==> src/rtl/lsu_ctrl_pkg.sv <==
// Shared core header: ALU op codes, LSU state encoding and access-size codes.
// Latency: n/a (types and constants only).
// Backpressure: n/a.
package lsu_ctrl_pkg;

    typedef enum logic [3:0] {
        ALU_ADD  = 4'd0,
        ALU_SUB  = 4'd1,
        ALU_AND  = 4'd2,
        ALU_OR   = 4'd3,
        ALU_XOR  = 4'd4,
        ALU_SLL  = 4'd5,
        ALU_SRL  = 4'd6,
        ALU_SRA  = 4'd7,
        ALU_SLT  = 4'd8,
        ALU_SLTU = 4'd9
    } alu_ops_t;

    typedef enum logic [2:0] {
        IDLE   = 3'd0,
        REQ    = 3'd1,
        WAIT_R = 3'd2,
        DONE   = 3'd3,
        ERR    = 3'd4
    } lsu_state_t;

    localparam logic [2:0] SZ_B  = 3'b001;
    localparam logic [2:0] SZ_H  = 3'b010;
    localparam logic [2:0] SZ_W  = 3'b011;
    localparam logic [2:0] SZ_BU = 3'b100;
    localparam logic [2:0] SZ_HU = 3'b101;

endpackage

==> src/rtl/lsu_align.sv <==
// Byte-lane logic: byte enables, store replication, load extract/extend, legality check.
// Latency: purely combinational.
// Backpressure: none; outputs follow inputs.
module lsu_align
    import lsu_ctrl_pkg::*;
(
    input  logic [2:0]  chk_size,
    input  logic [1:0]  chk_lo,
    input  logic [2:0]  size,
    input  logic [1:0]  addr_lo,
    input  logic [31:0] wdata,
    input  logic [31:0] rdata_raw,
    output logic [3:0]  be,
    output logic [31:0] wdata_rep,
    output logic [31:0] rdata_ext,
    output logic        misalign,
    output logic        size_ok
);

    logic [31:0] shifted;

    // Legality of the access presented by decode this cycle.
    always_comb begin
        size_ok  = 1'b0;
        misalign = 1'b0;
        case (chk_size)
            SZ_B, SZ_BU: size_ok = 1'b1;
            SZ_H, SZ_HU: begin
                size_ok  = 1'b1;
                misalign = chk_lo[0];
            end
            SZ_W: begin
                size_ok  = 1'b1;
                misalign = (chk_lo != 2'b00);
            end
            default: size_ok = 1'b0;
        endcase
    end

    // Lane steering for the latched access: enables, store copy, load alignment.
    always_comb begin
        shifted   = rdata_raw >> {addr_lo, 3'b000};
        be        = 4'b0000;
        wdata_rep = 32'h0;
        rdata_ext = 32'h0;
        case (size)
            SZ_B: begin
                be        = 4'b0001 << addr_lo;
                wdata_rep = {4{wdata[7:0]}};
                rdata_ext = {{24{shifted[7]}}, shifted[7:0]};
            end
            SZ_BU: begin
                be        = 4'b0001 << addr_lo;
                wdata_rep = {4{wdata[7:0]}};
                rdata_ext = {24'h0, shifted[7:0]};
            end
            SZ_H: begin
                be        = addr_lo[1] ? 4'b1100 : 4'b0011;
                wdata_rep = {2{wdata[15:0]}};
                rdata_ext = {{16{shifted[15]}}, shifted[15:0]};
            end
            SZ_HU: begin
                be        = addr_lo[1] ? 4'b1100 : 4'b0011;
                wdata_rep = {2{wdata[15:0]}};
                rdata_ext = {16'h0, shifted[15:0]};
            end
            SZ_W: begin
                be        = 4'b1111;
                wdata_rep = wdata;
                rdata_ext = shifted;
            end
            default: begin
                be        = 4'b0000;
                wdata_rep = 32'h0;
                rdata_ext = 32'h0;
            end
        endcase
    end

endmodule

==> src/rtl/lsu_ctrl.sv <==
// Load/store sequencer: turns decode rd_en/wr_en into one handshaked data-bus access.
// Latency: store 1 cycle + gnt wait, load 1 cycle + gnt + rvalid wait, then a 1-cycle DONE.
// Backpressure: bus_req held stable until bus_gnt; core is stalled until done, aborts after TIMEOUT_CYCLES.
module lsu_ctrl
    import lsu_ctrl_pkg::*;
#(
    parameter int TIMEOUT_CYCLES = 16,
    parameter int CNT_W          = 5
) (
    input  logic        clk,
    input  logic        rst,
    input  logic        rd_en,
    input  logic        wr_en,
    input  logic [2:0]  size,
    input  logic [31:0] addr,
    input  logic [31:0] wdata,
    output logic        stall,
    output logic [31:0] rdata,
    output logic        done,
    output logic        lsu_err,
    output logic        bus_req,
    output logic        bus_we,
    output logic [31:0] bus_addr,
    output logic [3:0]  bus_be,
    output logic [31:0] bus_wdata,
    input  logic        bus_gnt,
    input  logic        bus_rvalid,
    input  logic [31:0] bus_rdata
);

    localparam logic [CNT_W-1:0] CNT_LAST = CNT_W'(TIMEOUT_CYCLES - 1);

    lsu_state_t       state_q, state_d;
    logic [CNT_W-1:0] cnt_q;
    logic [31:0]      addr_q;
    logic [31:0]      wdata_q;
    logic [2:0]       size_q;
    logic             we_q;
    logic [31:0]      rdata_q;

    logic             start;
    logic             bad;
    logic             misalign;
    logic             size_ok;
    logic [3:0]       be;
    logic [31:0]      wdata_rep;
    logic [31:0]      rdata_ext;

    // Legality is judged on the live decode inputs; lane steering uses the latched access.
    lsu_align u_align (
        .chk_size  (size),
        .chk_lo    (addr[1:0]),
        .size      (size_q),
        .addr_lo   (addr_q[1:0]),
        .wdata     (wdata_q),
        .rdata_raw (bus_rdata),
        .be        (be),
        .wdata_rep (wdata_rep),
        .rdata_ext (rdata_ext),
        .misalign  (misalign),
        .size_ok   (size_ok)
    );

    assign start = (rd_en | wr_en) && (state_q == IDLE);
    assign bad   = (rd_en & wr_en)
                 | (wr_en & ((size == SZ_BU) | (size == SZ_HU)))
                 | ~size_ok
                 | misalign;

    // Next state and outputs; reset forces every output low regardless of state.
    always_comb begin
        state_d   = state_q;
        stall     = 1'b0;
        done      = 1'b0;
        lsu_err   = 1'b0;
        rdata     = rdata_q;
        bus_req   = 1'b0;
        bus_we    = 1'b0;
        bus_addr  = 32'h0;
        bus_be    = 4'b0000;
        bus_wdata = 32'h0;
        case (state_q)
            IDLE: begin
                if (start) begin
                    if (bad) begin
                        lsu_err = 1'b1;
                        done    = 1'b1;
                        rdata   = 32'h0;
                    end else begin
                        stall   = 1'b1;
                        state_d = REQ;
                    end
                end
            end
            REQ: begin
                stall     = 1'b1;
                bus_req   = 1'b1;
                bus_we    = we_q;
                bus_addr  = {addr_q[31:2], 2'b00};
                bus_be    = be;
                bus_wdata = wdata_rep;
                if (bus_gnt) begin
                    state_d = we_q ? DONE : WAIT_R;
                end else if (cnt_q >= CNT_LAST) begin
                    state_d = ERR;
                end
            end
            WAIT_R: begin
                stall = 1'b1;
                if (bus_rvalid) begin
                    state_d = DONE;
                end else if (cnt_q >= CNT_LAST) begin
                    state_d = ERR;
                end
            end
            DONE: begin
                done    = 1'b1;
                state_d = IDLE;
            end
            ERR: begin
                lsu_err = 1'b1;
                done    = 1'b1;
                rdata   = 32'h0;
                state_d = IDLE;
            end
            default: state_d = IDLE;
        endcase
        if (rst) begin
            state_d   = IDLE;
            stall     = 1'b0;
            done      = 1'b0;
            lsu_err   = 1'b0;
            rdata     = 32'h0;
            bus_req   = 1'b0;
            bus_we    = 1'b0;
            bus_addr  = 32'h0;
            bus_be    = 4'b0000;
            bus_wdata = 32'h0;
        end
    end

    // State register, access latch, timeout counter and load-result register.
    always_ff @(posedge clk) begin
        if (rst) begin
            state_q <= IDLE;
            cnt_q   <= '0;
            addr_q  <= 32'h0;
            wdata_q <= 32'h0;
            size_q  <= 3'b000;
            we_q    <= 1'b0;
            rdata_q <= 32'h0;
        end else begin
            state_q <= state_d;
            if (start && !bad) begin
                addr_q  <= addr;
                wdata_q <= wdata;
                size_q  <= size;
                we_q    <= wr_en;
                cnt_q   <= '0;
            end else if ((state_q == REQ) || (state_q == WAIT_R)) begin
                cnt_q <= cnt_q + 1'b1;
            end
            if ((state_q == WAIT_R) && bus_rvalid) begin
                rdata_q <= rdata_ext;
            end
        end
    end

endmodule

==> config.mk <==
export PLATFORM = sky130hd
export DESIGN_NAME = lsu_ctrl
export DESIGN_NICKNAME = d
export VERILOG_FILES = /design/src/rtl/lsu_ctrl_pkg.sv /design/src/rtl/lsu_align.sv /design/src/rtl/lsu_ctrl.sv
export SDC_FILE = /design/constraint.sdc
export NUM_CORES = 1
export LEC_CHECK = 0
export ABC_AREA = 1
export CAP_MARGIN = 20
export CORE_MARGIN = 2
export CORE_UTILIZATION = 46
export CTS_CLUSTER_SIZE = 28
export DETAILED_ROUTE_END_ITERATION = 10
export PLACE_DENSITY = 0.89
export SETUP_SLACK_MARGIN = 0.1
export SLEW_MARGIN = 10
export SYNTH_ARGS = -nofsm -noshare
export SYNTH_HDL_FRONTEND = slang
export SYNTH_SLANG_ARGS = --single-unit
==> constraint.sdc <==
create_clock -name clk -period 1.8 [get_ports clk]
set_input_delay 0.36 -clock clk [delete_from_list [all_inputs] [get_ports clk]]
set_output_delay 0.36 -clock clk [all_outputs]
set_load 0.03 [all_outputs]
Yosys cells after proc, flatten, opt, wreduce, memory -nomap -nowiden
Cells that the tools add are included.
Operators by class
  bitwise operators: 8
  add/subtract/negate cells: 1
  order comparisons: 1
  shifts and indexed selects: 2
  reduce and logical (&&, ||, !) cells: 15
  mux-type cells: 37
  eq/ne operators: 16
Operators with widths (count)
  32-bit two-way mux: 7
  32-bit one-hot mux with 5 select lines: 1
  32-bit one-hot mux with 3 select lines: 1
  32-bit one-hot mux with 2 select lines: 1
  32-bit by 5-bit >> shifter with 32-bit output: 1
  3-bit by 2-bit == test with 1-bit output (second input constant): 6
  3-bit == test (second input constant): 5
  3-bit two-way mux: 5
  1-bit two-way mux: 13
  4-bit two-way mux: 3
  4-bit one-hot mux with 3 select lines: 1
  2-bit OR reduction: 6
  3-bit by 1-bit == test with 1-bit output (second input constant): 3
  3-bit one-hot mux with 3 select lines: 1
  1-bit one-hot mux with 2 select lines: 4
  5-bit by 1-bit adder with 5-bit output (second input constant): 1
  5-bit by 4-bit greater-or-equal comparator with 1-bit output (second input constant): 1
  1-bit OR: 5
  5-bit OR reduction: 1
  2-bit != test (second input constant): 2
  1-bit by 2-bit << shifter with 4-bit output (first input constant): 1
  1-bit logical AND: 3
  3-bit zero test: 1
  1-bit AND: 2
  other kinds (5): 5
Word-level totals
  output and inout bits: 105
  input bits: 105
  word-level logic and storage cells: 87
  register bits: 108

Depth between registers and ports, before layout
Gate-level depths: netlist (run 1).
  depth in word-level cells: 10
  depth in mapped cells: 11
  gate-level depth less buffers: 9

By module
From an unflattened synthesis (run 1), not the netlist that was laid out.
Second synthesis, totals
  cells, all modules: 1191
  area, all modules: 6636.4 µm²
By module, submodules not included
  lsu_ctrl: times used 1, area an instance 5307.6 µm², seq. area each 2162.1 µm², cells an instance 890
  lsu_align: times used 1, area an instance 1328.8 µm², seq. area each 0.0 µm², cells an instance 301

Least setup slack after synthesis (run 1)
OpenSTA, ideal clock, no wires.
  path type: register to output
  start: register state_q[0]
  end: output port bus_wdata[0]
  cell stages (with the launch flop): 9
  path buffers: 2
  slack: -0.329 ns
  data arrival time: 1.769 ns
  cells stage by stage: dfxtp_1 inv_1 nor2_1 nand2_2 nor2_2 nand2_1 buf_6 buf_6 nor2_1
On the way
  word-level cells in the longest chain between the ends: 3
Ends and longest elaborated chain
  start: declaration: RTL line lsu_ctrl.sv:33  | lsu_state_t state_q, state_d;
  start signal: assignment: RTL line lsu_ctrl.sv:153  | state_q <= state_d;
  3-bit by 1-bit == test with 1-bit output: RTL line lsu_ctrl.sv:82  | case (state_q)
  32-bit two-way mux: RTL line lsu_ctrl.sv:82
  32-bit two-way mux: RTL line lsu_ctrl.sv:128  | if (rst) begin
  end: declaration: RTL line lsu_ctrl.sv:25  | output logic [31:0] bus_wdata,
Every way passes these cells.

Final worst setup path (run 1)
  start: register size_q[0]
  end: output port bus_wdata[18]
On the way
  word-level cells in the longest chain between the ends: 5
  elaborated cells on any way between the ends: 10
Ends and longest elaborated chain
  start: declaration: RTL line lsu_ctrl.sv:37  | logic [2:0] size_q;
  start signal: assignment: RTL line lsu_ctrl.sv:157  | size_q <= size;
  3-bit by 2-bit == test with 1-bit output, or another cell as far along: RTL line lsu_align.sv:46  | case (size)
  2-bit OR reduction (no line)
  32-bit one-hot mux with 3 select lines *: RTL line lsu_align.sv:46
  32-bit two-way mux *: RTL line lsu_ctrl.sv:82
  32-bit two-way mux *: RTL line lsu_ctrl.sv:128
Mark *: on every way between the ends. The rest lies on a longest branch, timed or not.

==> impl_metrics.ini, run 1 <==
[run_status]
outcome = finished with violations
violations = setup timing

[power]
p_leak_uw = 0.00504
power.density_nw_per_um2 = 902
vdd_drop_max_v = 0.000556
p_total_uw = 9780

[floorplan]
dieArea_sq_um = 14300
die_x_microns = 120
rows = 42
core_sq_um = 13100
start_util = 0.469
io-pin-count = 210
die_y_microns = 120

[grt]
grt_first_pass_wirelength_microns = 36200
grt_overflow = 0
antenna_found_initial = 0
grtUsageTotal = 0.317
grt_max_degree = 46
grt_pass1_vias = 7341

[logic_synthesis]
syn_area_sq_um = 6160
synth_top_family_by_area = simple AND/OR/NAND/NOR gates
synth_mux_area_frac = 0
ys_seq_area_frac = 0.351
yosys.area_share.adder = 0.00610
synth_edf_count = 0
synth_ff_type = dfxtp_1
async_flop_share = 0
synth_compound_area_frac = 0.0727
synth_xor_area_frac = 0.00142
yosys.area_share.simple = 0.438
synth_seq_cells = 108
yosys_warnings = 0
ys_types = 31
synthCells = 1033
synth.avg_cell_area_sq_um = 5.96

[timing]
period_share = 1.22
hold_viol_final = 0
fmax_mhz = 455
fin_ws_ps = -397
grt_setup_unrepaired = yes
period_needed_ps = 2200
report.final.setup_viol = 103
maxSlewViolCount = 0
finalHoldWorstSlack_ps = 429
finalClockSkew_ps = 9.16

[clock_tree]
clk_pin_slew_ps = 70
cts_sinks = 108
h-tree-depth = 3
clk_latency_ps = 360
cts_tree = built
cts_hold_buf = 0
root_buffer = clkbuf_16
cts_buffers = 9
cts_buffer_depth = 2

[worst_setup_path]
crit_arrival_ps = 1840
ff2ff_setup_slack_ps = 110
critPathMaxFanout = 6
required_ps = 1440
cp-end-kind = output port
worstSetupStartpointType = register
r2r_cells = 12
r2r_end = wdata_q[2]
r2r_start = state_q[0]
critPathKind = reg2out

[layout]
nNetsFinal = 1397
drive_gt1_frac = 0.325
diodes = 0
layout_common_cells = nand2_1 (321), nor2_1 (139), buf_6 (101), dfxtp_1 (100), clkdlybuf4s50_1 (96)
finalNonFillerCells = 1470
mostFrequentLayoutCell = nand2_1
utilization = 0.825
areaGrowthSynthToFinish_pct = 76.0

[route]
postRouteAntennaNets = 0
vias = 7663
via_per_inst = 5.21
wl_per_cell_microns = 16.3
routed_wl_microns = 23900
first_iter_violations = 672
drcViolationCount = 0
dr.pass1.iters = 6

[worst_hold_path]
min_path_cells = 4
hold_end = size_q[2]
min-delay-start = size[2]
hold_class = in2reg

[place]
io_buffers = 207
dp.cells = 1429
dp_slack_ps = -717
dp_hpwl_microns = 14200
gp_congestion = 0.907

[flow_run]
max-cap-violations = 0
## flip-flops by register name, summed over array words and instances, names as in the netlist
register and cells:
state_q 3, we_q 1, cnt_q 5, rdata_q 32, wdata_q 32, addr_q 32, size_q 3
## layout make-up
| cell class | instances | area (sq um) |
|---|---|---|
| fillers | 780 | 2300 |
| multi-input cells | 754 | 4180 |
| repair buffers | 303 | 3450 |
| clock buffers | 11 | 243 |
| flip-flops and latches | 108 | 2180 |
| well taps | 176 | 220 |
| clock inverters | 5 | 106 |
| inverters | 113 | 460 |
## worst max path at each step
stage / cells past startpoint / slack [ps] / to / start
global placement: 13 / -690 / rdata[10] / size[1]
CTS: 9 / -300 / bus_wdata[18] / size_q[1]
global route: 10 / -480 / bus_wdata[18] / size_q[0]
finish: 10 / -400 / bus_wdata[18] / size_q[0]
detailed placement: 13 / -720 / rdata[21] / size[1]
floorplan: 8 / -30 / bus_be[1] / state_q[0]
## metrics by stage
step | instance area [sq um] | setup TNS, ps
after global placement | 9340 | -66230
final | 10800 | -28550
after CTS | 10500 | -23950
after global routing | 10800 | -34300
after detailed placement | 9340 | -67560
after floorplan | 6890 | -52.3
## power by group
group,total (uW),switching (uW),internal (uW)
combinational,4480,2590,1890
sequential,2920,215,2700
clock,2380,976,1410
## repair_timing
item                                    4_1_cts  5_1_grt
gates cloned                                  7        2
pin swaps                                    34       35
setup buffers                                 9        8
endpoints found under the setup margin      176      165
resized for setup                           189       73
## synthesized netlist by cell type, types with 7 or more instances
library cell / instances / area share
nand2_1: 371 / 0.23
clkbuf_1: 19 / 0.012
buf_2: 16 / 0.013
inv_2: 7 / 0.0043
dfxtp_1: 108 / 0.35
nand3_1: 65 / 0.053
buf_6: 12 / 0.022
o21ai_1: 7 / 0.0057
o21ai_0: 11 / 0.0089
nor2_1: 222 / 0.14
o211ai_1: 23 / 0.028
inv_1: 106 / 0.065
buf_4: 12 / 0.015
a21oi_1: 18 / 0.015
## cells by family (layout without fill, tap and decap cells)
group           count (synthesis)  count (layout)
buf+inv                       172             432
xor+xnor                        1               1
fa+ha+maj                       3               3
compound gates                 71              71
other cells                     1               2
flops                         108             108
simple gates                  677             677
## routing by layer
metal,part of all wire,track usage,vias up,wire length (microns)
met2,0.51,0.561,393,12200
met3,0.073,0.0727,79,1750
met4,0.038,0.131,0,898
met1,0.38,0.366,3541,9000
met5,0,0,-,0
li1,-,-,3650,-
## worst max-delay path: stages, from the launching register on
cell and delay, ps:
dfxtp_2 360, inv_4 60, nor2_2 120, nand2_2 100, o21ai_4 110, buf_12 170
nand2_2 80, o211ai_1 120, nand2_1 110, inv_2 90, buf_6 140
(Power assumes the default switching activity.)
==> run 2, diff against run 1 <==
- ABC_CLOCK_PERIOD_IN_PS: unset -> 1800
- CTS_BUF_LIST: unset -> sky130_fd_sc_hd__clkbuf_4 sky130_fd_sc_hd__clkbuf_8 sky130_fd_sc_hd__clkbuf_16
- REMOVE_ABC_BUFFERS: unset -> 1
==> run 2 against run 1 <==
The run still ends with setup timing left. Clock power down 16%. Combinational power is 28% higher. First-iteration DRC count grew 50%. Worst hold slack worse by 45 ps. Critical path depth unchanged. Global-route usage is 1.4 points lower. Sequential cell count unchanged. Critical endpoint is now bus_be[3]. Largest cell class unchanged. Highest routed layer unchanged.
==> impl_metrics.ini, run 2 (synthesis gave the netlist of run 1 again) <==
[grt]
antenna_found_initial = 0
grt_pass1_vias = 7354
grt_overflow = 0
grt_first_pass_wirelength_microns = 35100
grtUsageTotal = 0.303
grt_max_degree = 49

[place]
dp.cells = 1426
dp_hpwl_microns = 13200
gp_congestion = 0.921
io_buffers = 207

[worst_setup_path]
worstSetupStartpointType = register
ff2ff_setup_slack_ps = -170
crit_start = size_q[1]
crit_arrival_ps = 1900
required_ps = 1440
crit_family = buffers and inverters
cp-end-kind = output port
setup.worst_path.end = bus_be[3]
cp_num_buf_inv = 5
r2r_end = addr_q[3]
critPathSlowestCell = dfxtp_4
critPathMaxFanout = 13
slowest_delay_ps = 380
r2r_start = state_q[0]
critical_path_depth = 10
critPathKind = reg2out
r2r_cells = 13
crit_path_cell_trace = inv_4 > nor2_4 > inv_1 > nand3_1 > nand2_4 > inv_2 > buf_12 > nand2_1 > nor2_1 > buf_4

[floorplan]
core_sq_um = 13100
die_y_microns = 120
start_util = 0.469
dieArea_sq_um = 14300
io-pin-count = 210
die_x_microns = 120
rows = 42

[run_status]
violations = setup timing
outcome = finished with violations

[route]
wl_per_cell_microns = 20.9
postRouteAntennaNets = 0
via_per_inst = 5.77
dr.pass1.iters = 6
first_iter_violations = 1007
drcViolationCount = 0
routed_wl_microns = 31100
vias = 8604

[layout]
finalNonFillerCells = 1492
layout_common_cells = nand2_1 (271), buf_6 (109), nor2_1 (101), dfxtp_1 (101), clkdlybuf4s50_1 (96)
nNetsFinal = 1419
drive_gt1_frac = 0.390
areaGrowthSynthToFinish_pct = 86.7
diodes = 0
multi_input_area_sq_um = 4510
ff_latch_area_sq_um = 2180
reg_top3 = addr_q x32, rdata_q x32, wdata_q x32
nFillCells = 589
mostFrequentLayoutCell = nand2_1

[power]
power.density_nw_per_um2 = 926
p_total_uw = 10700
vdd_drop_max_v = 0.000598
p_leak_uw = 0.00529

[timing]
fmax_mhz = 442
grt_setup_unrepaired = yes
fin_ws_ps = -461
maxSlewViolCount = 0
report.final.setup_viol = 149
hold_viol_final = 0
finalClockSkew_ps = 7.98
period_needed_ps = 2260
period_share = 1.26

[clock_tree]
cts_buffers = 9
h-tree-depth = 3
root_buffer = clkbuf_16
clk_pin_slew_ps = 80
clk_latency_ps = 360
cts_tree = built
cts_buffer_depth = 2
cts_hold_buf = 0
cts_sinks = 108

[flow_run]
max-cap-violations = 0

[worst_hold_path]
hold_class = in2reg
-- run 2: cell count changes in the layout (fill, tap and decap cells not counted), sizes merged --
| cell | previous run | this run |
|---|---|---|
| inv | 113 | 112 |
| clkinv | 1 | 3 |
| buf | 198 | 205 |
| bufinv | 3 | 0 |
| clkdlybuf4s15 | 1 | 0 |
| clkbuf | 14 | 31 |
| clkinvlp | 1 | 2 |
-- run 2: worst min path at each step --
stage,endpoint,startpoint,cells past startpoint
after floorplan,state_q[1],rst,1
after global routing,size_q[1],size[1],4
after detailed placement,rdata_q[13],rdata_q[13],2
final,size_q[1],size[1],4
after global placement,rdata_q[22],rdata_q[22],2
after CTS,size_q[1],size[1],4
-- run 2: final cells by class --
class / instances / area share
multi-input combinational: 754 / 0.392
timing repair buffer: 325 / 0.337
sequential: 108 / 0.189
inverter: 113 / 0.0386
clock buffer: 12 / 0.0221
tap: 176 / 0.0191
clock inverter: 4 / 0.00218
-- run 2: worst register-to-register path, delay by kind of cell (launching register included) --
kind	cells	cell delay [ps]
buffers and inverters	6	780
AND/OR/NAND/NOR	7	760
flip-flops	1	340
-- run 2: stage by stage --
| stage | hold slack, ps | util | setup TNS [ps] | setup WS (ps) | instance area [sq um] |
|---|---|---|---|---|---|
| final | 384 | 0.875 | -35580 | -461 | 11500 |
| after global placement | 455 | 0.652 | -66120 | -699 | 8560 |
| after CTS | 371 | 0.750 | -27840 | -355 | 9850 |
| after global routing | 391 | 0.875 | -43820 | -552 | 11500 |
| after floorplan | 432 | - | -133580 | -1420 | 5790 |
| after detailed placement | 460 | 0.652 | -71720 | -771 | 8560 |
-- run 2: layer usage --
metal | vias up | routed length (microns) | GRT usage
li1 | 3696 | - | -
met1 | 3973 | 10500 | 0.332
met2 | 717 | 15100 | 0.527
met3 | 218 | 3000 | 0.0775
met4 | 0 | 2600 | 0.179
met5 | - | 0 | 0
-- run 2: report_power, final --
part           internal (uW)  total (uW)  leakage [uW]  switching [uW]
sequential              2700        2910      0.000885             211
combinational           2490        5750       0.00427            3250
clock                   1010        1990      0.000135             985
total                   6200       10700       0.00529            4450
-- run 2: what timing repair did --
| action | 4_1_cts | 5_1_grt |
|---|---|---|
| gates cloned | 5 | 25 |
| endpoints found under the setup margin | 175 | 190 |
| buffers inserted | 14 | 10 |
| pin swaps | 18 | 62 |
| resized for setup | 222 | 325 |
